### src/rtl/delay_arb_pkg.sv
// Shared types and defaults for the 2-second delay arbiter.
package delay_arb_pkg;

  localparam int N_REQ_DEF = 4;
  localparam int LEN_W_DEF = 2;

  typedef enum logic [1:0] {
    IDLE  = 2'd0,
    CLEAR = 2'd1,
    RUN   = 2'd2,
    DONE  = 2'd3
  } arb_state_t;

endpackage

### src/rtl/delay_arbiter_if.sv
// Requester/Counter-facing signals of the delay arbiter; slave is the arbiter side.
interface delay_arbiter_if
  import delay_arb_pkg::*;
#(
  parameter int N_REQ = N_REQ_DEF,
  parameter int LEN_W = LEN_W_DEF,
  parameter int IDX_W = $clog2(N_REQ)
);

  logic [N_REQ-1:0]       i_Req;
  logic [N_REQ*LEN_W-1:0] i_Len;
  logic                   i_Abort;
  logic                   i_TwoSec;
  logic                   o_ActCounter;
  logic                   o_RstCounter;
  logic [N_REQ-1:0]       o_Grant;
  logic [IDX_W-1:0]       o_Owner;
  logic [N_REQ-1:0]       o_Done;
  logic                   o_Busy;

  modport master (
    output i_Req, i_Len, i_Abort, i_TwoSec,
    input  o_ActCounter, o_RstCounter, o_Grant, o_Owner, o_Done, o_Busy
  );

  modport slave (
    input  i_Req, i_Len, i_Abort, i_TwoSec,
    output o_ActCounter, o_RstCounter, o_Grant, o_Owner, o_Done, o_Busy
  );

endinterface

### src/rtl/delay_arbiter_rr_picker.sv
// Combinational round-robin search: first set req bit after last_owner, wrapping.
module rr_picker
  import delay_arb_pkg::*;
#(
  parameter int N_REQ = N_REQ_DEF,
  parameter int IDX_W = $clog2(N_REQ)
) (
  input  logic [N_REQ-1:0] req,
  input  logic [IDX_W-1:0] last_owner,
  output logic             valid,
  output logic [IDX_W-1:0] idx
);

  int               k;
  logic [IDX_W-1:0] cand;

  // Walk farthest-first so the nearest hit after last_owner overwrites the rest.
  always_comb begin
    valid = 1'b0;
    idx   = '0;
    k     = 0;
    cand  = '0;
    for (int i = N_REQ; i >= 1; i--) begin
      k = int'(last_owner) + i;
      if (k >= N_REQ) k = k - N_REQ;
      cand = IDX_W'(k);
      if (req[cand]) begin
        valid = 1'b1;
        idx   = cand;
      end
    end
  end

endmodule

### src/rtl/delay_arbiter.sv
// Round-robin owner of the shared 2-second Counter; chains len+1 periods per grant
// and returns a one-cycle done pulse to the owner.
module delay_arbiter
  import delay_arb_pkg::*;
#(
  parameter int N_REQ = N_REQ_DEF,
  parameter int LEN_W = LEN_W_DEF,
  parameter int IDX_W = $clog2(N_REQ)
) (
  input  logic           clk_2K,
  input  logic           i_Reset,
  delay_arbiter_if.slave bus
);

  arb_state_t       state, state_nxt;
  logic [IDX_W-1:0] owner, owner_nxt;
  logic [IDX_W-1:0] last_owner, last_nxt;
  logic [LEN_W-1:0] remaining, rem_nxt;
  logic             pick_vld;
  logic [IDX_W-1:0] pick_idx;
  logic [N_REQ-1:0] owner_oh;
  logic             keep_going;
  logic [LEN_W-1:0] len_arr [N_REQ];

  for (genvar g = 0; g < N_REQ; g++) begin : g_len
    assign len_arr[g] = bus.i_Len[g*LEN_W +: LEN_W];
  end

  rr_picker #(.N_REQ(N_REQ), .IDX_W(IDX_W)) u_picker (
    .req        (bus.i_Req),
    .last_owner (last_owner),
    .valid      (pick_vld),
    .idx        (pick_idx)
  );

  assign owner_oh   = N_REQ'(1) << owner;
  assign keep_going = !bus.i_Abort && bus.i_Req[owner];

  always_ff @(posedge clk_2K or posedge i_Reset) begin
    if (i_Reset) begin
      state      <= IDLE;
      owner      <= '0;
      last_owner <= IDX_W'(N_REQ - 1);
      remaining  <= '0;
    end else begin
      state      <= state_nxt;
      owner      <= owner_nxt;
      last_owner <= last_nxt;
      remaining  <= rem_nxt;
    end
  end

  always_comb begin
    state_nxt        = state;
    owner_nxt        = owner;
    last_nxt         = last_owner;
    rem_nxt          = remaining;
    bus.o_ActCounter = 1'b0;
    bus.o_RstCounter = 1'b1;
    bus.o_Grant      = '0;
    bus.o_Done       = '0;
    bus.o_Busy       = 1'b1;
    bus.o_Owner      = owner;
    case (state)
      IDLE: begin
        bus.o_Busy = 1'b0;
        if (pick_vld) begin
          owner_nxt = pick_idx;
          rem_nxt   = len_arr[pick_idx];
          state_nxt = CLEAR;
        end
      end
      CLEAR: begin
        bus.o_Grant = owner_oh;
        if (!keep_going) begin
          last_nxt  = owner;
          state_nxt = IDLE;
        end else begin
          state_nxt = RUN;
        end
      end
      RUN: begin
        bus.o_Grant      = owner_oh;
        bus.o_ActCounter = 1'b1;
        bus.o_RstCounter = 1'b0;
        // Abort/drop outranks a same-cycle expiry: the owner gets no done pulse.
        if (!keep_going) begin
          last_nxt  = owner;
          state_nxt = IDLE;
        end else if (bus.i_TwoSec) begin
          if (remaining == '0) begin
            state_nxt = DONE;
          end else begin
            rem_nxt   = remaining - 1'b1;
            state_nxt = CLEAR;
          end
        end
      end
      DONE: begin
        bus.o_Grant = owner_oh;
        bus.o_Done  = owner_oh;
        last_nxt    = owner;
        state_nxt   = IDLE;
      end
      default: state_nxt = IDLE;
    endcase
  end

endmodule
### src/flat_wrapper.sv
// flat-port wrapper written by rule: the top's interface ports become plain ports
module delay_arbiter_flat import delay_arb_pkg::*;
#(
  parameter int N_REQ = N_REQ_DEF,
  parameter int LEN_W = LEN_W_DEF,
  parameter int IDX_W = $clog2(N_REQ)
)
  (clk_2K, i_Reset, bus_i_Req, bus_i_Len, bus_i_Abort, bus_i_TwoSec, bus_o_ActCounter, bus_o_RstCounter, bus_o_Grant, bus_o_Owner, bus_o_Done, bus_o_Busy);
  delay_arbiter_if #(.N_REQ(N_REQ), .LEN_W(LEN_W), .IDX_W(IDX_W)) bus_i ();
  input  logic clk_2K;
  input  logic i_Reset;
  input wire logic [$bits(bus_i.i_Req)-1:0] bus_i_Req;
  input wire logic [$bits(bus_i.i_Len)-1:0] bus_i_Len;
  input wire logic [$bits(bus_i.i_Abort)-1:0] bus_i_Abort;
  input wire logic [$bits(bus_i.i_TwoSec)-1:0] bus_i_TwoSec;
  output wire logic [$bits(bus_i.o_ActCounter)-1:0] bus_o_ActCounter;
  output wire logic [$bits(bus_i.o_RstCounter)-1:0] bus_o_RstCounter;
  output wire logic [$bits(bus_i.o_Grant)-1:0] bus_o_Grant;
  output wire logic [$bits(bus_i.o_Owner)-1:0] bus_o_Owner;
  output wire logic [$bits(bus_i.o_Done)-1:0] bus_o_Done;
  output wire logic [$bits(bus_i.o_Busy)-1:0] bus_o_Busy;
  assign bus_i.i_Req = bus_i_Req;
  assign bus_i.i_Len = bus_i_Len;
  assign bus_i.i_Abort = bus_i_Abort;
  assign bus_i.i_TwoSec = bus_i_TwoSec;
  assign bus_o_ActCounter = bus_i.o_ActCounter;
  assign bus_o_RstCounter = bus_i.o_RstCounter;
  assign bus_o_Grant = bus_i.o_Grant;
  assign bus_o_Owner = bus_i.o_Owner;
  assign bus_o_Done = bus_i.o_Done;
  assign bus_o_Busy = bus_i.o_Busy;
  delay_arbiter #(.N_REQ(N_REQ), .LEN_W(LEN_W), .IDX_W(IDX_W)) u_core (.clk_2K(clk_2K), .i_Reset(i_Reset), .bus(bus_i));
endmodule
### config.mk
export PLATFORM = sky130hd
export DESIGN_NAME = delay_arbiter_flat
export DESIGN_NICKNAME = d
export VERILOG_FILES = /design/src/rtl/delay_arb_pkg.sv /design/src/rtl/delay_arbiter_if.sv /design/src/rtl/delay_arbiter_rr_picker.sv /design/src/rtl/delay_arbiter.sv /design/src/flat_wrapper.sv
export SDC_FILE = /design/constraint.sdc
export NUM_CORES = 1
export LEC_CHECK = 0
export ABC_AREA = 1
export CAP_MARGIN = 15
export CORE_UTILIZATION = 46
export CTS_CLUSTER_SIZE = 24
export DETAILED_ROUTE_END_ITERATION = 16
export GPL_ROUTABILITY_DRIVEN = 0
export PLACE_DENSITY = 0.84
export SYNTH_ARGS = -nofsm -noshare
export SYNTH_HDL_FRONTEND = slang
export SYNTH_SLANG_ARGS = --single-unit
### constraint.sdc
create_clock -name clk_2K -period 2.4 [get_ports clk_2K]
set_clock_uncertainty 0.15 [all_clocks]
set_input_delay 0.72 -clock clk_2K [delete_from_list [all_inputs] [get_ports clk_2K]]
set_output_delay 0.72 -clock clk_2K [all_outputs]
set_load 0.05 [all_outputs]
==> summary.txt <==
Status
  • Outcome: finished, final reports clean

Pwr
  • Leak: 0.000718 uW
  • Power Dens Cells: 1500 mW/mm^2
  • Max VDD drop: approximately 0.93 mV

Detailed routing
  • Final WL: about 2300 um
  • Vias per cell: between 4 and 5
  • Routed Antenna Nets: 0
  • Drt first-iter violations: 14
  • First-pass DRT Iterations: 4
  • Via count: 1002
  • # DRC: 0
  • Wire length per cell: between 10 and 15 um

Floorplan
  • Initial Util: 0.507
  • Core Box Area: approximately 0.0018 mm^2
  • Total die area: around 0.0021 mm^2
  • Row Count: 15
  • Chip height: between 40 and 50 um
  • Die width: approximately 46 um
  • Total I/O pin count: 29

Min path
  • Hold Path Depth: 2
  • Hold Crit Class: reg2reg

Global routing
  • First-pass GRT wire length: 3730 um
  • Total grt overflow: 0
  • Initial antenna violation count: 0
  • GRT Overall Usage: 0.235
  • Largest net degree at the start of global routing: 10
  • Vias in the first global route: 951

Yosys
  • Yosys top cell by area: dfrtp_1
  • Top FF cell, synth: dfrtp_1
  • Synth area leaders: dfrtp_1 17%, nand2_1 16%, inv_1 10%
  • Synth async-reset ratio: 1.00
  • Ys Warns: 0
  • Yosys reg bits: 8
  • Most frequently used cell type in the post-synthesis netlist: nand2_1
  • EDFF count, synth: 0
  • Cells after synthesis: around 150
  • Top cell type's share of synthesized area: 0.166
  • Synth unique cells: 22
  • Post-Syn Area: just over 900 um^2
  • Post-synthesis sequential area ratio: 0.224
  • Syn_nets: between 150 and 200
  • Synthesized area per cell: 6.24 um^2
  • Synth cell count leaders: 38 x nand2_1, 24 x inv_1, 18 x nor2_1

Cells and area
  • Final Core Density: 0.773
  • Syn-to-layout area delta: 52.3%
  • Fillers: roughly 140
  • Layout cells sized above 1: 0.268
  • Final #Nets: roughly 200
  • ANT cells: 0
  • Layout Cells excl Fill: 204

Clocking
  • CTS tree: done
  • Clock Sinks: 8
  • Cts bufs inserted: 3
  • CTS Buffer Depth: 2
  • Post-CTS Setup Bufs: 0
  • Htree depth: 1
  • Clk root buf: clkbuf_4
  • CTS clk-pin slew, worst paths: 0.06 ns
  • Worst-skew pair later-pin latency: 0.26 ns

Setup path
  • Worst Setup End Kind: primary output
  • Critical path arrival: approximately 1.4 ns
  • Critical path launch point type: register
  • Required time of the critical path: about 1.5 ns
  • Reg2reg path depth: 15
  • Critical path peak fanout: 6
  • Crit Path Category: reg2out

Place
  • Input/output buffers: 28
  • Inst Count DP: 200
  • Hpwl dp: 1930 um

Timing
  • Slew @ Worst Pin: around 0.30 ns
  • Rel. slew slack: 0.802
  • Tcrit/Tclk final: 0.952
  • Max-slew violation count: 0
  • Final setup fails: 0
  • Final hold vios: 0
  • F_max: between 400 and 500 MHz
  • Tmin final: 2.28 ns

Job
  • Max Cap Violations: 0
[layer usage]
metal / part of all wire / global-route usage / wire, um
met3: 0.055 / 0.0392 / 129
met4: 0.015 / 0.0529 / 35
met1: 0.42 / 0.279 / 980
met5: 0 / 0 / 0
met2: 0.51 / 0.433 / 1180
[flip-flops by register name (all words and copies together) (netlist names)]
signal,flops
u_core.bus.o_Owner,2
u_core.state,2
u_core.last_owner,2
u_core.remaining,2
[cell families after synthesis]
logic type,Yosys count,share of synthesized area
AO/OA/AOI/OAI,15,0.0968
buffers and inverters,29,0.137
AND/OR/NAND/NOR,88,0.473
adder cells (fa/ha/maj),5,0.0692
flip-flops,8,0.224
[timing repair]
| action | 4_1_cts | 5_1_grt |
|---|---|---|
| setup endpoints to repair | 0 | 5 |
| hold buffers | 0 | 0 |
| resized for setup | 0 | 5 |
[area by class of cell]
cell class              count  area [um^2]  share of cell area
well taps                  25         31.3              0.0227
inverters                  27          109              0.0790
multi-input cells         108          591               0.429
flip-flops and latches      8          203               0.147
repair buffers             32          418               0.303
clock buffers               4         26.3              0.0191
[where the power goes]
| part | internal [uW] | total, uW | switching (uW) |
|---|---|---|---|
| Clock | 63.7 | 112 | 48.6 |
| Sequential | 220 | 319 | 98.4 |
| Combinational | 628 | 1630 | 1000 |
[worst paths after layout]
path                                       from              endpoint  slack [ns]
max                             u_core.state[0]      bus_o_RstCounter        0.12
min                         u_core.remaining[1]   u_core.remaining[1]        0.34
max reg2reg                u_core.last_owner[0]   u_core.remaining[1]        0.47
min reg2reg                 u_core.remaining[1]   u_core.remaining[1]        0.34
max in group asynchronous               i_Reset  u_core.last_owner[1]        1.26
min in group asynchronous               i_Reset   u_core.remaining[0]        0.55
[critical path: stages (launching register included)]
cell and delay [ns]:
dfrtp_1 0.40, inv_1 0.11, ha_1 0.28, inv_1 0.17
buf_12 0.18
[layout by cell type (no fill, tap or decap)]
| cell type | netlist | final |
|---|---|---|
| nand2_1 | 38 | 36 |
| inv_1 | 24 | 23 |
| nor2_1 | 18 | 16 |
| nand3_1 | 15 | 15 |
| clkdlybuf4s50_1 | 0 | 14 |
| nand2_2 | 10 | 12 |
| buf_12 | 0 | 11 |
| a21oi_1 | 7 | 7 |
| buf_4 | 0 | 6 |
| dfrtp_1 | 6 | 6 |
| nand2_4 | 4 | 4 |
| o21ai_0 | 4 | 4 |
| ha_1 | 5 | 4 |
| inv_2 | 2 | 3 |
| clkbuf_4 | 0 | 3 |
| nor2_2 | 0 | 2 |
| dfstp_2 | 2 | 2 |
| a22oi_1 | 1 | 1 |
| o21ai_2 | 1 | 1 |
| inv_8 | 1 | 1 |
| nor2_4 | 1 | 1 |
| nand4_1 | 1 | 1 |
| a2bb2oi_1 | 1 | 1 |
| o31ai_1 | 1 | 1 |
| nand3_4 | 1 | 1 |
| ha_2 | 0 | 1 |
| clkbuf_1 | 1 | 1 |
| dlymetal6s2s_1 | 0 | 1 |
[through the flow]
| stage | TNS (ns) | worst slack, ns | power, uW | cell area [um^2] | hold slack [ns] |
|---|---|---|---|---|---|
| finish | 0 | 0.116 | 2060 | 1380 | 0.339 |
| global route | -0.00741 | -0.00741 | 2240 | 1380 | 0.381 |
| CTS | 0 | 0.0326 | 2030 | 1370 | 0.340 |
| detailed placement | -0.321 | -0.122 | 1910 | 1340 | 0.325 |
| global placement | -0.0287 | -0.0287 | 1860 | 1340 | 0.324 |
| floorplan | -0.180 | -0.0901 | 1440 | 910 | 0.299 |
No activity file was read; power rests on OpenSTA's default activity.
